## src/rtl/vga_timing_pkg.sv

```systemverilog
// rtl/vga_timing_pkg.sv - VGA raster constant sets and axis-total helper
package vga_timing_pkg;

  typedef struct packed {
    int visible;
    int front;
    int sync;
    int back;
  } axis_timing_t;

  // 1024x768@60 (65 MHz pixel clock)
  localparam axis_timing_t VGA_1024X768_H = '{visible: 1024, front: 24, sync: 136, back: 160};
  localparam axis_timing_t VGA_1024X768_V = '{visible: 768, front: 3, sync: 6, back: 29};
  localparam int VGA_1024X768_CNT_WIDTH = 11;

  // 640x480@60 (25.175 MHz pixel clock)
  localparam axis_timing_t VGA_640X480_H = '{visible: 640, front: 16, sync: 96, back: 48};
  localparam axis_timing_t VGA_640X480_V = '{visible: 480, front: 10, sync: 2, back: 33};
  localparam int VGA_640X480_CNT_WIDTH = 10;

  function automatic int axis_total(input int visible, input int front,
                                    input int sync, input int back);
    return visible + front + sync + back;
  endfunction

endpackage

```

## src/rtl/vga_timing_gen_if.sv

```systemverilog
// rtl/vga_timing_gen_if.sv - raster position/sync bundle; frame_count with VGA_TIMING_FRAME_COUNT_EN
interface vga_timing_gen_if #(
  parameter int CNT_WIDTH = 11
);
  logic                 pixel_enable;
  logic [CNT_WIDTH-1:0] h_count;
  logic [CNT_WIDTH-1:0] v_count;
  logic                 display_enable;
  logic                 hsync;
  logic                 vsync;
  logic                 line_start;
  logic                 frame_start;
`ifdef VGA_TIMING_FRAME_COUNT_EN
  logic [7:0]           frame_count;

  modport master (
    input  pixel_enable,
    output h_count, v_count, display_enable, hsync, vsync,
    output line_start, frame_start, frame_count
  );
  modport slave (
    output pixel_enable,
    input  h_count, v_count, display_enable, hsync, vsync,
    input  line_start, frame_start, frame_count
  );
`else
  modport master (
    input  pixel_enable,
    output h_count, v_count, display_enable, hsync, vsync,
    output line_start, frame_start
  );
  modport slave (
    output pixel_enable,
    input  h_count, v_count, display_enable, hsync, vsync,
    input  line_start, frame_start
  );
`endif
endinterface

```

## src/rtl/vga_axis_counter.sv

```systemverilog
// rtl/vga_axis_counter.sv - one raster axis: count, wrap, active and sync decode
module vga_axis_counter #(
  parameter int VISIBLE = 1024,
  parameter int FRONT   = 24,
  parameter int SYNC    = 136,
  parameter int BACK    = 160,
  parameter int WIDTH   = 11,
  parameter bit POL     = 1'b0
) (
  input  logic             clk,
  input  logic             reset,
  input  logic             enable,
  output logic [WIDTH-1:0] count,
  output logic             active,
  output logic             sync,
  output logic             start,
  output logic             at_end
);
  localparam int TOTAL = VISIBLE + FRONT + SYNC + BACK;
  localparam logic [WIDTH-1:0] LAST    = WIDTH'(TOTAL - 1);
  localparam logic [WIDTH-1:0] VIS_END = WIDTH'(VISIBLE);
  localparam logic [WIDTH-1:0] SYNC_LO = WIDTH'(VISIBLE + FRONT);
  localparam logic [WIDTH-1:0] SYNC_HI = WIDTH'(VISIBLE + FRONT + SYNC);

  logic [WIDTH-1:0] next_count;
  logic             next_in_sync;

  assign at_end       = (count == LAST);
  assign next_count   = at_end ? '0 : count + WIDTH'(1);
  assign next_in_sync = (next_count >= SYNC_LO) && (next_count < SYNC_HI);

  // Flags decode the position being loaded so they line up with count.
  always_ff @(posedge clk) begin
    if (reset) begin
      count  <= LAST;
      active <= 1'b0;
      sync   <= ~POL;
      start  <= 1'b0;
    end else if (enable) begin
      count  <= next_count;
      active <= (next_count < VIS_END);
      sync   <= next_in_sync ? POL : ~POL;
      start  <= (next_count == '0);
    end else begin
      start  <= 1'b0;
    end
  end
endmodule

```

## src/rtl/vga_timing_gen.sv

```systemverilog
// rtl/vga_timing_gen.sv - VGA raster timing generator; VGA_TIMING_FRAME_COUNT_EN adds frame_count
module vga_timing_gen
  import vga_timing_pkg::*;
#(
  parameter int H_VISIBLE = VGA_1024X768_H.visible,
  parameter int H_FRONT   = VGA_1024X768_H.front,
  parameter int H_SYNC    = VGA_1024X768_H.sync,
  parameter int H_BACK    = VGA_1024X768_H.back,
  parameter int V_VISIBLE = VGA_1024X768_V.visible,
  parameter int V_FRONT   = VGA_1024X768_V.front,
  parameter int V_SYNC    = VGA_1024X768_V.sync,
  parameter int V_BACK    = VGA_1024X768_V.back,
  parameter int CNT_WIDTH = VGA_1024X768_CNT_WIDTH,
  parameter int HSYNC_POL = 0,
  parameter int VSYNC_POL = 0
) (
  input  logic            slow_clock,
  input  logic            reset,
  vga_timing_gen_if.master vga
);
  localparam int H_TOTAL = axis_total(H_VISIBLE, H_FRONT, H_SYNC, H_BACK);
  localparam int V_TOTAL = axis_total(V_VISIBLE, V_FRONT, V_SYNC, V_BACK);

  if (H_TOTAL > (1 << CNT_WIDTH) || V_TOTAL > (1 << CNT_WIDTH)) begin : g_bad_width
    $error("vga_timing_gen: axis total exceeds counter range");
  end
  if (H_VISIBLE == 0 || H_FRONT == 0 || H_SYNC == 0 || H_BACK == 0 ||
      V_VISIBLE == 0 || V_SYNC == 0 || V_BACK == 0) begin : g_bad_param
    $error("vga_timing_gen: zero-length timing region");
  end

  logic h_active, h_sync, h_start, h_at_end;
  logic v_active, v_sync, v_start, v_at_end;
  logic v_enable;

  // The vertical axis steps only on the enabled edge that wraps the line.
  assign v_enable = vga.pixel_enable && h_at_end;

  vga_axis_counter #(
    .VISIBLE(H_VISIBLE), .FRONT(H_FRONT), .SYNC(H_SYNC), .BACK(H_BACK),
    .WIDTH(CNT_WIDTH), .POL(HSYNC_POL != 0)
  ) u_h_axis (
    .clk(slow_clock), .reset(reset), .enable(vga.pixel_enable),
    .count(vga.h_count), .active(h_active), .sync(h_sync),
    .start(h_start), .at_end(h_at_end)
  );

  vga_axis_counter #(
    .VISIBLE(V_VISIBLE), .FRONT(V_FRONT), .SYNC(V_SYNC), .BACK(V_BACK),
    .WIDTH(CNT_WIDTH), .POL(VSYNC_POL != 0)
  ) u_v_axis (
    .clk(slow_clock), .reset(reset), .enable(v_enable),
    .count(vga.v_count), .active(v_active), .sync(v_sync),
    .start(v_start), .at_end(v_at_end)
  );

  assign vga.display_enable = h_active && v_active;
  assign vga.hsync          = h_sync;
  assign vga.vsync          = v_sync;
  assign vga.line_start     = h_start;
  assign vga.frame_start    = h_start && v_start;

`ifdef VGA_TIMING_FRAME_COUNT_EN
  logic [7:0] frame_count_q;

  always_ff @(posedge slow_clock) begin
    if (reset) begin
      frame_count_q <= 8'd0;
    end else if (v_enable && v_at_end) begin
      frame_count_q <= frame_count_q + 8'd1;
    end
  end

  assign vga.frame_count = frame_count_q;
`endif
endmodule
```

## src/flat_wrapper.sv

```systemverilog
// flat-port wrapper written by rule: the top's interface ports become plain ports
module vga_timing_gen_flat import vga_timing_pkg::*;
#(
  parameter int H_VISIBLE = VGA_1024X768_H.visible,
  parameter int H_FRONT   = VGA_1024X768_H.front,
  parameter int H_SYNC    = VGA_1024X768_H.sync,
  parameter int H_BACK    = VGA_1024X768_H.back,
  parameter int V_VISIBLE = VGA_1024X768_V.visible,
  parameter int V_FRONT   = VGA_1024X768_V.front,
  parameter int V_SYNC    = VGA_1024X768_V.sync,
  parameter int V_BACK    = VGA_1024X768_V.back,
  parameter int CNT_WIDTH = VGA_1024X768_CNT_WIDTH,
  parameter int HSYNC_POL = 0,
  parameter int VSYNC_POL = 0
)
  (slow_clock, reset, vga_pixel_enable, vga_h_count, vga_v_count, vga_display_enable, vga_hsync, vga_vsync, vga_line_start, vga_frame_start);
  vga_timing_gen_if #(.CNT_WIDTH(CNT_WIDTH)) vga_i ();
  input  logic slow_clock;
  input  logic reset;
  input wire logic [$bits(vga_i.pixel_enable)-1:0] vga_pixel_enable;
  output wire logic [$bits(vga_i.h_count)-1:0] vga_h_count;
  output wire logic [$bits(vga_i.v_count)-1:0] vga_v_count;
  output wire logic [$bits(vga_i.display_enable)-1:0] vga_display_enable;
  output wire logic [$bits(vga_i.hsync)-1:0] vga_hsync;
  output wire logic [$bits(vga_i.vsync)-1:0] vga_vsync;
  output wire logic [$bits(vga_i.line_start)-1:0] vga_line_start;
  output wire logic [$bits(vga_i.frame_start)-1:0] vga_frame_start;
  assign vga_i.pixel_enable = vga_pixel_enable;
  assign vga_h_count = vga_i.h_count;
  assign vga_v_count = vga_i.v_count;
  assign vga_display_enable = vga_i.display_enable;
  assign vga_hsync = vga_i.hsync;
  assign vga_vsync = vga_i.vsync;
  assign vga_line_start = vga_i.line_start;
  assign vga_frame_start = vga_i.frame_start;
  vga_timing_gen #(.H_VISIBLE(H_VISIBLE), .H_FRONT(H_FRONT), .H_SYNC(H_SYNC), .H_BACK(H_BACK), .V_VISIBLE(V_VISIBLE), .V_FRONT(V_FRONT), .V_SYNC(V_SYNC), .V_BACK(V_BACK), .CNT_WIDTH(CNT_WIDTH), .HSYNC_POL(HSYNC_POL), .VSYNC_POL(VSYNC_POL)) u_core (.slow_clock(slow_clock), .reset(reset), .vga(vga_i));
endmodule
```

## config.mk

```make
export PLATFORM = sky130hd
export DESIGN_NAME = vga_timing_gen_flat
export DESIGN_NICKNAME = d
export VERILOG_FILES = /design/src/rtl/vga_timing_pkg.sv /design/src/rtl/vga_timing_gen_if.sv /design/src/rtl/vga_axis_counter.sv /design/src/rtl/vga_timing_gen.sv /design/src/flat_wrapper.sv
export SDC_FILE = /design/constraint.sdc
export NUM_CORES = 1
export LEC_CHECK = 0
export CORE_MARGIN = 2
export CORE_UTILIZATION = 54
export DETAILED_ROUTE_END_ITERATION = 6
export PLACE_DENSITY_LB_ADDON = 0.15
export SLEW_MARGIN = 20
export SYNTH_ARGS = -nofsm -noshare
export SYNTH_HDL_FRONTEND = slang
export SYNTH_SLANG_ARGS = --single-unit
```

## constraint.sdc

```tcl
create_clock -name slow_clock -period 2.15 [get_ports slow_clock]
set_input_delay 0.43 -clock slow_clock [delete_from_list [all_inputs] [get_ports slow_clock]]
set_output_delay 0.43 -clock slow_clock [all_outputs]
set_load 0.01 [all_outputs]
```

==> flow_summary_export.csv <==
group,metric,value,unit
synth,synthFlopType,"sky130_fd_sc_hd__dfxtp_1",
timing,slew_viol_final,0,
synth,ys_async_sr_fraction,0,%
synth,synth.yosys.warnings,0,
grt,global_route.overflow_total,0,
timing,hold_viol,0,
timing,fmax,0.4960,GHz
placement,place.port_buffers,29,
critical_path,worst_setup_path_end_kind,"flop",
floorplan,fp.dieArea,4074,µm²
drt,drt_drc_violations_left,0,
critical_path,regToRegEndpoint,"u_core.u_v_axis.sync",
power,comb_power_share,35.7,%
layout,design.final.nets,279,
critical_path,flop_to_flop_setup_slack,0.13,ns
status,result_of_the_run,"finished, final reports clean",
clock_tree,clk_path_buf_depth,2,
timing,final_min_period_over_clock_period,93.78,%
floorplan,floorplan.die.height,63.83,µm
timing,period_needed,2.016,ns
hold_path,min_delay_worst_endpoint,"u_core.u_h_axis.active",
layout,seq_area,560.5,µm²
grt,via_count_of_the_first_global_routing_pass,1743,
synth,yosysMostFrequentCell,"sky130_fd_sc_hd__dfxtp_1",
grt,grt_antenna_before_repair,0,
synth,synth-edff-count,0,
grt,largest_net_degree_at_the_start_of_global_routing,17,
synth,synth.top_cell.area_share,29.00,%
clock_tree,cts_htree_levels,1,
floorplan,start_util,57.03,%
power,ir_drop,487.1,µV
grt,grt_first_pass_wirelength,8342,µm
placement,dpl_worst_slack,0.06075,ns
synth,synth.lib_cells_used.distinct,59,
synth,ys_top_cells_by_area,"sky130_fd_sc_hd__dfxtp_1 29%, sky130_fd_sc_hd__a21oi_1 4.4%, sky130_fd_sc_hd__nor2_1 3.9%",
drt,routed_wl,4640,µm
clock_tree,tritoncts_num_sinks,28,
layout,diodes,0,
timing,rsz0062_at_grt,"false",
critical_path,worstReg2RegStart,"u_core.u_v_axis.count[0]",
power,power.share.sequential,41.1,%
synth,netlist_top_cells_count,"28 x sky130_fd_sc_hd__dfxtp_1, 20 x sky130_fd_sc_hd__nor2_1, 17 x sky130_fd_sc_hd__a21oi_1",
grt,aggregate_global_route_resource_usage,24.93,%
clock_tree,cts.reportedPaths.clkPinSlew,0.16,ns
floorplan,die_x,63.83,µm
flow_run,max_cap_violations,0,
clock_tree,clk_latency_worst_skew_pair,0.34,ns
critical_path,reg2regPathDepth,6,
layout,drive_above_1_share,14.71,%
timing,setup_violations,0,
hold_path,hp-class,"flop to flop",
timing,tightest_slew,0.5013,ns
drt,dr_total_vias,1934,
synth,post_synthesis_instance_area,1933,µm²
timing,finalWorstSetupSlack,0.1337,ns
power,clock_power_share,23.2,%
critical_path,critPathMaxFanout,7,
synth,synth_top_cell_by_area,"sky130_fd_sc_hd__dfxtp_1",
power,power.density,636.4,nW/µm²
timing,max-slew-margin-rel,66.44,%
synth,yosysSeqAreaShare,29.00,%
layout,utilization_after_layout,70.28,%
critical_path,worstSetupStartpointType,"flop",
synth,post_synth.cell_area_avg,8.021,µm²
layout,syn2layout_area_growth,23.24,%
synth,synthesis.nets,247,
clock_tree,tritoncts,"built",
floorplan,top_level_ports,30,
floorplan,core-area,3390,µm²
power,p_int,1.001,mW
timing,worst_hold_slack,0.4817,ns
placement,place.gp.congestion,0.8759,
timing,tns_setup,0,ns
placement,detailedPlacementHpwl,3460,µm
power,total_leakage_power,0.8808,nW
floorplan,row_count,21,
drt,drtAntennaViolNets,0,
hold_path,min-delay-start,"u_core.u_h_axis.active",
synth,synth.ff_latch_count,28,
drt,first_pass_iters,5,
power,power.switching_fraction,33.96,%
hold_path,timing.hold.worst_path_depth,2,
layout,filler_cell_count,294,
critical_path,timing.critical_path.arrival,2.26,ns
clock_tree,total_clock_buffers_created_by_cts,3,
drt,wl_per_cell,14.59,µm
power,power_switching,514.9,µW
timing,final.setup_skew,0.01152,ns
drt,dr.first_iter.drc_count,136,
synth,post_synth_inst_count,241,
drt,route.detailed.vias_per_inst,6.082,
critical_path,worst_ep_required_time,2.40,ns
clock_tree,root_buffer,"sky130_fd_sc_hd__clkbuf_4",
layout,multiInputGateArea,1237,µm²
critical_path,worst-setup-path-type,"flop to flop",
-- critical path, cell delays in order (launching register included) --
cell and delay (ns):
sky130_fd_sc_hd__dfxtp_1 0.44, sky130_fd_sc_hd__ha_1 0.24, sky130_fd_sc_hd__nand4_4 0.19, sky130_fd_sc_hd__nor3_2 0.26, sky130_fd_sc_hd__xor2_1 0.10, sky130_fd_sc_hd__a2111o_1 0.41, sky130_fd_sc_hd__o31a_1 0.28
-- stage by stage --
step / cells / total power, mW / instance area (µm²)
floorplan: 241 / 0.9980 / 1933
global placement: 314 / 1.162 / 2320
detailed placement: 314 / 1.167 / 2320
CTS: 318 / 1.510 / 2372
global route: 318 / 1.606 / 2382
finish: 318 / 1.516 / 2382
-- repair_timing --
action                                  in CTS  in global routing
buffers inserted                             0                  0
resized for setup                            0                  2
hold buffers                                 0                  0
endpoints found under the setup margin       0                  1
-- how the worst max path moves through the flow --
| stage | startpoint | to | slack [ns] | depth (start not counted) |
|---|---|---|---|---|
| 6_report | u_core.u_v_axis.count[0] | u_core.u_v_axis.sync | 0.13 | 6 |
| 5_1_grt | u_core.u_v_axis.count[0] | u_core.u_v_axis.sync | 0.03 | 6 |
| 4_1_cts | u_core.u_v_axis.count[0] | u_core.u_v_axis.sync | 0.07 | 6 |
| 3_5_place_dp | vga_pixel_enable | u_core.u_v_axis.count[9] | 0.06 | 6 |
| 3_3_place_gp | vga_pixel_enable | u_core.u_v_axis.count[9] | 0.07 | 6 |
| 2_1_floorplan | u_core.u_v_axis.count[0] | u_core.u_v_axis.sync | 0.10 | 6 |
-- logic make-up after synthesis --
logic type / count (synthesis) / synth area share [%]
AO/OA/AOI/OAI: 66 / 24.08
XOR/XNOR: 12 / 5.437
adder cells (fa/ha/maj): 3 / 1.942
buffers and inverters: 30 / 7.509
flip-flops: 28 / 29.00
multiplexers: 1 / 0.5178
AND/OR/NAND/NOR: 101 / 31.52
-- registers in the layout (all words and copies together) (netlist names) --
| signal | flops |
|---|---|
| u_core.u_h_axis.count | 11 |
| u_core.u_v_axis.sync | 1 |
| u_core.u_h_axis.active | 1 |
| u_core.u_v_axis.count | 11 |
| u_core.u_h_axis.sync | 1 |
| u_core.u_h_axis.start | 1 |
| u_core.u_v_axis.active | 1 |
| u_core.u_v_axis.start | 1 |
-- cell usage in the layout, fill, tap and decap left out, types with 2 or more instances in the layout --
cell / netlist / routed
sky130_fd_sc_hd__dfxtp_1: 28 / 28
sky130_fd_sc_hd__nor3b_1: 2 / 2
sky130_fd_sc_hd__ha_1: 3 / 3
sky130_fd_sc_hd__and2_1: 4 / 4
sky130_fd_sc_hd__o22ai_1: 2 / 2
sky130_fd_sc_hd__inv_1: 7 / 7
sky130_fd_sc_hd__a21o_1: 3 / 3
sky130_fd_sc_hd__a21oi_1: 17 / 17
sky130_fd_sc_hd__nor3_1: 14 / 13
sky130_fd_sc_hd__clkbuf_4: 1 / 3
sky130_fd_sc_hd__or3_1: 4 / 4
sky130_fd_sc_hd__o21ai_0: 9 / 9
sky130_fd_sc_hd__and4_2: 2 / 2
sky130_fd_sc_hd__nand3_1: 7 / 7
sky130_fd_sc_hd__nand4_4: 2 / 2
sky130_fd_sc_hd__clkdlybuf4s50_1: 0 / 29
sky130_fd_sc_hd__and3_1: 6 / 6
sky130_fd_sc_hd__buf_4: 3 / 21
sky130_fd_sc_hd__nor3_2: 1 / 2
sky130_fd_sc_hd__a211o_1: 6 / 6
sky130_fd_sc_hd__o31a_1: 2 / 2
sky130_fd_sc_hd__o211ai_1: 3 / 3
sky130_fd_sc_hd__nor2_1: 20 / 20
sky130_fd_sc_hd__a211o_2: 2 / 2
sky130_fd_sc_hd__nand2_1: 15 / 15
sky130_fd_sc_hd__a211oi_1: 2 / 2
sky130_fd_sc_hd__o21bai_1: 2 / 2
sky130_fd_sc_hd__nor2b_1: 2 / 2
sky130_fd_sc_hd__xor2_1: 6 / 6
sky130_fd_sc_hd__and4_1: 4 / 4
sky130_fd_sc_hd__nand4_1: 7 / 7
sky130_fd_sc_hd__xnor2_1: 6 / 6
sky130_fd_sc_hd__a31oi_1: 5 / 5
sky130_fd_sc_hd__a221o_1: 3 / 3
-- power by group through the flow --
| stage | combinational (mW) | clock (mW) | sequential [mW] |
|---|---|---|---|
| CTS | 0.537 | 0.352 | 0.622 |
| detailed placement | 0.534 | 0 | 0.633 |
| finish | 0.541 | 0.352 | 0.623 |
| floorplan | 0.375 | 0 | 0.623 |
| global placement | 0.530 | 0 | 0.632 |
| global route | 0.601 | 0.373 | 0.632 |
-- final cells by class --
| type | count | share of cell area [%] |
|---|---|---|
| clock buffer | 3 | 0.9454 |
| inverter | 7 | 1.103 |
| clock inverter | 1 | 1.261 |
| sequential | 28 | 23.53 |
| tap | 46 | 2.416 |
| multi-input combinational | 183 | 51.94 |
| timing repair buffer | 50 | 18.80 |
-- routing by layer --
layer	vias up	routed length [µm]	GRT usage, %
li1	952	-	-
met1	906	2304	37.92
met2	72	2008	37.37
met3	4	290	3.873
met4	0	37	4.076
met5	-	0	0
Power figures use the tool's default switching activity.
